--- config.mk ---
export PLATFORM = sky130hd
export DESIGN_NAME = multicycle_ctrl
export DESIGN_NICKNAME = d
export VERILOG_FILES = /design/src/rtl/multicycle_ctrl.sv
export SDC_FILE = /design/constraint.sdc
export NUM_CORES = 1
export LEC_CHECK = 0
export CAP_MARGIN = 10
export CORE_ASPECT_RATIO = 1.4
export CORE_UTILIZATION = 36
export DETAILED_ROUTE_END_ITERATION = 7
export GPL_ROUTABILITY_DRIVEN = 0
export MAX_ROUTING_LAYER = met4
export PLACE_DENSITY = 0.85
export SKIP_CTS_REPAIR_TIMING = 1
export SYNTH_ARGS = -nofsm -noshare
export SYNTH_HDL_FRONTEND = slang
export SYNTH_SLANG_ARGS = --single-unit
--- constraint.sdc ---
create_clock -name clk -period 1.78 [get_ports clk]
set_clock_uncertainty 0.05 [all_clocks]
set_input_delay 0.356 -clock clk [delete_from_list [all_inputs] [get_ports clk]]
set_output_delay 0.356 -clock clk [all_outputs]
set_load 0.1 [all_outputs]
--- src/rtl/multicycle_ctrl.sv ---
// multicycle_ctrl: multi-cycle control FSM for the RV32I core.
// Fetches over a req/ack handshake, decodes, and sequences the datapath
// through EXEC / MEM / WB, driving the ALU code and every mux select.
module multicycle_ctrl #(
   parameter int DATA_WIDTH = 32,
   parameter int CTRL_WIDTH = 4
) (
   input  logic                  clk,
   input  logic                  rst_n,
   output logic                  imem_req,
   input  logic                  imem_ack,
   input  logic [DATA_WIDTH-1:0] instr,
   output logic                  dmem_req,
   output logic                  dmem_we,
   input  logic                  dmem_ack,
   output logic [CTRL_WIDTH-1:0] alu_ctrl,
   input  logic                  alu_zero,
   output logic                  alu_src_b,
   output logic [1:0]            imm_sel,
   output logic                  ir_write,
   output logic                  reg_write,
   output logic [1:0]            result_sel,
   output logic                  pc_write,
   output logic                  pc_sel,
   output logic                  trap
);

   typedef enum logic [2:0] {FETCH, DECODE, EXEC, MEM, WB, TRAP} state_t;

   localparam logic [6:0] OP_R   = 7'b0110011;
   localparam logic [6:0] OP_I   = 7'b0010011;
   localparam logic [6:0] OP_LW  = 7'b0000011;
   localparam logic [6:0] OP_SW  = 7'b0100011;
   localparam logic [6:0] OP_BR  = 7'b1100011;
   localparam logic [6:0] OP_JAL = 7'b1101111;

   localparam logic [CTRL_WIDTH-1:0] ALU_ADD = CTRL_WIDTH'(0);
   localparam logic [CTRL_WIDTH-1:0] ALU_SUB = CTRL_WIDTH'(1);
   localparam logic [CTRL_WIDTH-1:0] ALU_AND = CTRL_WIDTH'(2);
   localparam logic [CTRL_WIDTH-1:0] ALU_OR  = CTRL_WIDTH'(3);
   localparam logic [CTRL_WIDTH-1:0] ALU_XOR = CTRL_WIDTH'(4);
   localparam logic [CTRL_WIDTH-1:0] ALU_SLT = CTRL_WIDTH'(5);
   localparam logic [CTRL_WIDTH-1:0] ALU_SLL = CTRL_WIDTH'(6);
   localparam logic [CTRL_WIDTH-1:0] ALU_SRL = CTRL_WIDTH'(7);
   localparam logic [CTRL_WIDTH-1:0] ALU_SRA = CTRL_WIDTH'(8);

   localparam logic [1:0] IMM_I = 2'd0;
   localparam logic [1:0] IMM_S = 2'd1;
   localparam logic [1:0] IMM_B = 2'd2;
   localparam logic [1:0] IMM_J = 2'd3;

   state_t      state;
   state_t      next_state;
   logic        active;
   logic [6:0]  opcode;
   logic [2:0]  funct3;
   logic        funct7b5;
   logic        legal;
   logic [CTRL_WIDTH-1:0] alu_code;
   logic [CTRL_WIDTH-1:0] br_code;
   logic        br_taken;
   logic        unused_instr_bits;

   // rd, rs1, rs2 and the immediate are consumed by the datapath, not here
   assign unused_instr_bits = ^{instr[DATA_WIDTH-1:31], instr[29:15], instr[11:7]};

   // State register; 'active' holds every output low until the first clock
   // after reset release, so the first fetch request follows that edge
   always_ff @(posedge clk or negedge rst_n) begin
      if (!rst_n) begin
         state  <= FETCH;
         active <= 1'b0;
      end else begin
         state  <= next_state;
         active <= 1'b1;
      end
   end

   // The instruction is only valid on the ack cycle, so its decode fields are
   // captured then (alongside ir_write) and used from DECODE onwards
   always_ff @(posedge clk or negedge rst_n) begin
      if (!rst_n) begin
         opcode   <= 7'd0;
         funct3   <= 3'd0;
         funct7b5 <= 1'b0;
      end else if (active && state == FETCH && imem_ack) begin
         opcode   <= instr[6:0];
         funct3   <= instr[14:12];
         funct7b5 <= instr[30];
      end
   end

   // Instruction legality plus ALU/branch code lookup from the latched fields
   always_comb begin
      legal    = 1'b0;
      alu_code = ALU_ADD;
      br_code  = ALU_ADD;
      case (opcode)
         OP_R, OP_I, OP_BR: legal = (funct3 != 3'b010) && (funct3 != 3'b011);
         OP_LW, OP_SW:      legal = (funct3 == 3'b010);
         OP_JAL:            legal = 1'b1;
         default:           legal = 1'b0;
      endcase
      case (funct3)
         3'b000:  alu_code = (opcode == OP_R && funct7b5) ? ALU_SUB : ALU_ADD;
         3'b001:  alu_code = ALU_SLL;
         3'b100:  alu_code = ALU_XOR;
         3'b101:  alu_code = funct7b5 ? ALU_SRA : ALU_SRL;
         3'b110:  alu_code = ALU_OR;
         3'b111:  alu_code = ALU_AND;
         default: alu_code = ALU_ADD;
      endcase
      case (funct3)
         3'b100:  br_code = ALU_OR;
         3'b101:  br_code = ALU_SUB;
         3'b110:  br_code = ALU_SLT;
         3'b111:  br_code = ALU_AND;
         default: br_code = ALU_ADD;
      endcase
      br_taken = (funct3 == 3'b001) ? !alu_zero : alu_zero;
   end

   // Next-state sequencing; TRAP is only left through reset
   always_comb begin
      next_state = state;
      case (state)
         FETCH:  if (active && imem_ack) next_state = DECODE;
         DECODE: next_state = legal ? EXEC : TRAP;
         EXEC: begin
            case (opcode)
               OP_BR:        next_state = FETCH;
               OP_LW, OP_SW: next_state = MEM;
               default:      next_state = WB;
            endcase
         end
         MEM:    if (dmem_ack) next_state = (opcode == OP_LW) ? WB : FETCH;
         WB:     next_state = FETCH;
         TRAP:   next_state = TRAP;
         default: next_state = FETCH;
      endcase
   end

   // Output decode from registered state and latched fields; only ir_write,
   // the branch PC controls and the SW pc_write look at handshake/flag inputs
   always_comb begin
      imem_req   = 1'b0;
      dmem_req   = 1'b0;
      dmem_we    = 1'b0;
      alu_ctrl   = ALU_ADD;
      alu_src_b  = 1'b0;
      imm_sel    = IMM_I;
      ir_write   = 1'b0;
      reg_write  = 1'b0;
      result_sel = 2'd0;
      pc_write   = 1'b0;
      pc_sel     = 1'b0;
      trap       = 1'b0;
      if (active) begin
         case (state)
            FETCH: begin
               imem_req = 1'b1;
               ir_write = imem_ack;
            end
            EXEC: begin
               case (opcode)
                  OP_R, OP_I: begin
                     alu_ctrl  = alu_code;
                     alu_src_b = (opcode == OP_I);
                  end
                  OP_LW: begin
                     alu_src_b = 1'b1;
                     imm_sel   = IMM_I;
                  end
                  OP_SW: begin
                     alu_src_b = 1'b1;
                     imm_sel   = IMM_S;
                  end
                  OP_BR: begin
                     alu_ctrl = br_code;
                     imm_sel  = IMM_B;
                     pc_write = 1'b1;
                     pc_sel   = br_taken;
                  end
                  OP_JAL:  imm_sel = IMM_J;
                  default: ;
               endcase
            end
            MEM: begin
               alu_src_b = 1'b1;
               imm_sel   = (opcode == OP_SW) ? IMM_S : IMM_I;
               dmem_req  = 1'b1;
               dmem_we   = (opcode == OP_SW);
               pc_write  = (opcode == OP_SW) && dmem_ack;
            end
            WB: begin
               reg_write = 1'b1;
               pc_write  = 1'b1;
               case (opcode)
                  OP_LW:  result_sel = 2'd1;
                  OP_JAL: begin
                     result_sel = 2'd2;
                     pc_sel     = 1'b1;
                  end
                  OP_R, OP_I: begin
                     alu_ctrl  = alu_code;
                     alu_src_b = (opcode == OP_I);
                  end
                  default: ;
               endcase
            end
            TRAP:    trap = 1'b1;
            default: ;
         endcase
      end
   end

endmodule

Word level (Yosys, flattened, before mapping)
Index checks and enable logic that the tools add are counted.
{"block": "word_totals", "ff_bits": 15, "inputBits": 37, "out_inout_bits": 17, "elab_cells": 85}
{"block": "classes", "eq_ne": 21, "n_mux": 46, "n_reduce_logical": 13}
{"op": "$pmux W4 S6", "n": 1}
{"op": "$mux W1", "n": 22}
{"op": "$eq A3 B3 Y1 const B", "n": 6}
{"op": "$pmux W4 S2", "n": 2}
{"op": "$pmux W3 S5", "n": 1}
{"op": "$eq A7 B6 Y1 const B", "n": 2}
{"op": "$eq A7 B7 Y1 const B", "n": 2}
{"op": "$mux W3", "n": 4}
{"op": "$mux W4", "n": 3}
{"op": "$pmux W3 S4", "n": 1}
{"op": "$eq A3 B2 Y1 const B", "n": 3}
{"op": "$pmux W1 S3", "n": 3}
{"op": "$pmux W2 S2", "n": 2}
{"op": "$eq A7 B2 Y1 const B", "n": 1}
{"op": "$eq A7 B5 Y1 const B", "n": 1}
{"op": "$eq A3 B1 Y1 const B", "n": 2}
{"op": "$logic_and A1 B1 Y1", "n": 6}
{"op": "$logic_not A3 Y1", "n": 2}
{"op": "$mux W2", "n": 3}
{"op": "$ne A3 B2 Y1 const B", "n": 2}
{"op": "$pmux W2 S3", "n": 1}
{"op": "$pmux W3 S2", "n": 1}
{"op": "$pmux W1 S2", "n": 2}
{"op": "$reduce_or A2 Y1", "n": 2}
{"op": "other kinds (5)", "n": 5}

Depth between registers and ports, before layout
{"block": "logic_depth", "depth_word": 7, "mapped_depth": 7, "mapped_depth_nobuf": 5}

Worst setup path after synthesis
OpenSTA, ideal clock, no wires.
{"block": "synth_timing", "path_kind": "register to output", "from": "register state[1]", "to": "output result_sel[0]", "t_arrival_ns": 3.771, "required_time_ns": 1.374, "setup_slack_ns": -2.397, "path_stages_with_launch": 5, "n_path_buf": 1, "path_cell_list": "dfrtp_1 buf_2 nor3b_1 nand2_1 nor4_1"}
{"block": "synth_via", "elab_chain_cells": 3}
{"item": "start, declared", "line_no": "52", "rtl": "state_t state;"}
{"item": "start signal, assigned", "line_no": "74", "rtl": "state <= next_state;"}
{"item": "$eq A3 B3 Y1", "line_no": "159", "rtl": "case (state)"}
{"item": "$mux W2", "line_no": "159"}
{"item": "$mux W2", "line_no": "158", "rtl": "if (active) begin"}
{"item": "end, declared", "line_no": "22", "rtl": "output logic [1:0] result_sel,"}
No other way between the ends.

Worst setup path in the final report
{"block": "layout_timing", "from": "register opcode[3]", "to": "output imm_sel[0]"}
{"block": "layout_via", "elab_chain_cells": 4, "elab_cells_between_ends": 7, "cone_classes": "3 x eq/ne; 4 x mux"}
{"item": "start, declared", "line_no": "55", "rtl": "logic [6:0] opcode;"}
{"item": "start signal, assigned", "line_no": "87", "rtl": "opcode <= instr[6:0];"}
{"item": "$eq A7 B7 Y1 / $eq A7 B6 Y1 (equally long branches)", "line_no": "165, 190"}
{"item": "$pmux W2 S3 / $mux W1 (equally long branches)", "line_no": "165, 190"}
{"item": "$pmux W2 S2 *", "line_no": "159"}
{"item": "$mux W2 *", "line_no": "158"}
{"item": "end, declared", "line_no": "19", "rtl": "output logic [1:0] imm_sel,"}
Every way passes the cells marked *; elsewhere a longest branch is shown, timed or not.

==> results.json <==
{
  "async_reset_ff_frac": 1.00,
  "cts.sink_count": 15,
  "cts_inserted_buffers": 3,
  "r2r_slack_ns": -0.10,
  "p_int_w": 0.00160,
  "antenna_found_initial": 0,
  "synth_fa_ha_area_frac": 0,
  "grt_max_degree": 16,
  "yosys.area.top_type": "dfrtp_1",
  "crit_fanout": 3,
  "path_clk_slew_ns": 0.06,
  "critPathBufInv": 1,
  "dr.pass1.iters": 4,
  "hold_path.class": "input port to asynchronous set/reset pin",
  "setup_violations": 20,
  "grt_pass1_wl_mm": 6.11,
  "synth_warnings": 0,
  "start_util": 0.383,
  "leakage_nw": 1.07,
  "cts_root_buf": "clkbuf_8",
  "ios": 54,
  "drc_errors": 0,
  "synthToLayoutAreaGrowth_pct": 119,
  "yosys.area_share.simple": 0.429,
  "p_seq_frac": 0.221,
  "synth_mux_area_frac": 0.00900,
  "outcome": "finished, violations left",
  "failed_checks": "setup timing",
  "rr_startpoint": "funct3[1]$_DFFE_PN0P_",
  "startpoint_type": "flip-flop",
  "die_y_um": 67.8,
  "fin_crit_sh": 1.34,
  "r2r_cells": 6,
  "diodes": 0,
  "drt_iter0_drc": 69,
  "power_frac_comb": 0.688,
  "r2r-end": "state[0]$_DFFE_PN0P_",
  "endpoint_kind": "output pin",
  "synthTopCellsByCount": "nand2_1, dfrtp_1, nor2_1",
  "ys.flop_type": "dfrtp_1",
  "rows": 23,
  "groute.usage.overall": 0.255,
  "max-clock-path-buffers": 2,
  "ir_worst_vdd_mv": 0.811,
  "via_count": 1485,
  "drive_gt1_frac": 0.541,
  "ant_nets": 0,
  "cts_tree": "yes",
  "synthesis.nets": 185,
  "ys_types": 46,
  "p_per_area_nw_per_um2": 1220,
  "insertion_delay_ns": 0.25,
  "max_cap_violations": 0,
  "hold_viol_final": 0,
  "holdWs_ns": 0.408,
  "critPathRequiredTime_ns": 1.37,
  "crit_family": "simple AND/OR/NAND/NOR gates",
  "seq_area_frac_synth": 0.337,
  "wl_per_cell_um": 18.6,
  "ys_top_cells_by_area": "dfrtp_1, nand2_1, nor2b_1",
  "power.share.clock": 0.092,
  "fin_nets": 269,
  "io_buffers": 32,
  "grt_overflow": 0,
  "setup_ws_ns": -0.602,
  "totalPowerFinal_w": 0.00298,
  "drv_slew": 0,
  "routed_via_density": 5.54,
  "clock.fmax_ghz": 0.420,
  "swShare": 0.462,
  "dieWidth_um": 49.0,
  "synth_top_area_share": 0.337,
  "yosysMostFrequentCell": "nand2_1",
  "crit_path_cell_trace": "and4bb_2 > nand2b_4 > or3b_4 > o21ai_1 > nor2b_4 > buf_12",
  "first_global_vias": 1415,
  "hpwlAfterDp_mm": 3.15,
  "dieArea_um2": 3320,
  "ys_ff_latch": 15,
  "h-tree-depth": 1,
  "cp.arrival_ns": 1.98,
  "synth_edf_count": 0,
  "synth_compound_area_frac": 0.152,
  "synth_cells": 148,
  "syn-cell-area_um2": 1110,
  "power_switching_w": 0.00137,
  "core_area_um2": 2910,
  "rsz0062_at_grt": "true",
  "period_needed_ns": 2.38,
  "synthXorXnorAreaFrac": 0.0157,
  "critPathKind": "flip-flop to output pin",
  "synth_top_family_by_area": "simple AND/OR/NAND/NOR gates",
  "wl_mm": 4.98,
  "synth_area_per_cell_um2": 7.52,
  "cp_slowest_cell": "or3b_4",
  "slowest_delay_ns": 0.42
}
state kept, by name, indices dropped and copies added, names as in the netlist:
signal and flops:
opcode 7, active 1, funct7b5 1, state 3
funct3 3
per-layer routing:
layer / wire, um / track usage
met1: 1880 / 0.230
met2: 2610 / 0.493
met3: 257 / 0.0270
met4: 232 / 0.191
met5: 0 / -
power by group through the flow:
stage                     sequential, W  combinational [W]  clock (W)
final                          0.000656            0.00205   0.000273
after global routing           0.000671            0.00214   0.000291
after CTS                      0.000610            0.00169   0.000280
after detailed placement       0.000614            0.00168          0
after global placement         0.000597            0.00159          0
after floorplan                0.000610           0.000906          0
cells in the final DEF, fill, tap and decap left out, drive strengths merged, types with 2 or more instances in the layout:
master          n
nand4           2
a21oi           5
or2             2
o21ai           5
a211oi          2
nor3            3
buf            72
nor4b           2
clkbuf          4
nand2b          3
nor2b           8
o22ai           2
xor2            2
nor2           10
and2            2
inv             5
nand2          42
dfrtp          15
and3            4
nand3           3
clkdlybuf4s50  15
layout make-up:
type / count / area [um^2]
Tap cell: 37 / 46.3
Sequential cell: 15 / 380
Inverter: 6 / 28.8
Timing Repair Buffer: 87 / 972
Clock buffer: 4 / 45.0
Fill cell: 150 / 465
Multi-Input combinational cell: 119 / 968
worst max-delay path by stage:
stage / startpoint / to / slack (ns) / depth (start not counted)
6_report: opcode[3]$_DFFE_PN0P_ / imm_sel[0] / -0.60 / 6
5_1_grt: opcode[2]$_DFFE_PN0P_ / imm_sel[0] / -0.66 / 6
3_5_place_dp: state[2]$_DFFE_PN0P_ / alu_ctrl[1] / -0.38 / 6
2_1_floorplan: state[1]$_DFFE_PN0P_ / ir_write / -0.77 / 5
4_1_cts: state[2]$_DFFE_PN0P_ / alu_ctrl[1] / -0.66 / 6
3_3_place_gp: opcode[3]$_DFFE_PN0P_ / pc_write / -0.26 / 5
cells by family (layout without fill, tap and decap cells):
logic type / Yosys count / in the layout
mux: 1 / 1
xor+xnor: 2 / 2
compound gates: 24 / 24
simple gates: 91 / 91
buf+inv: 14 / 97
other cells: 1 / 1
flops: 15 / 15
metrics by stage:
| step | worst slack [ns] | utilization | cells | cell area (um^2) | TNS, ns |
|---|---|---|---|---|---|
| 2_1_floorplan | -0.774 | - | 148 | 1310 | -11.71 |
| 3_3_place_gp | -0.255 | 0.721 | 252 | 2100 | -1.96 |
| 3_5_place_dp | -0.381 | 0.721 | 252 | 2100 | -2.90 |
| 4_1_cts | -0.656 | 0.737 | 256 | 2140 | -7.17 |
| 5_1_grt | -0.657 | 0.840 | 268 | 2440 | -8.19 |
| 6_report | -0.602 | 0.840 | 268 | 2440 | -7.26 |
(Power assumes the default switching activity.)
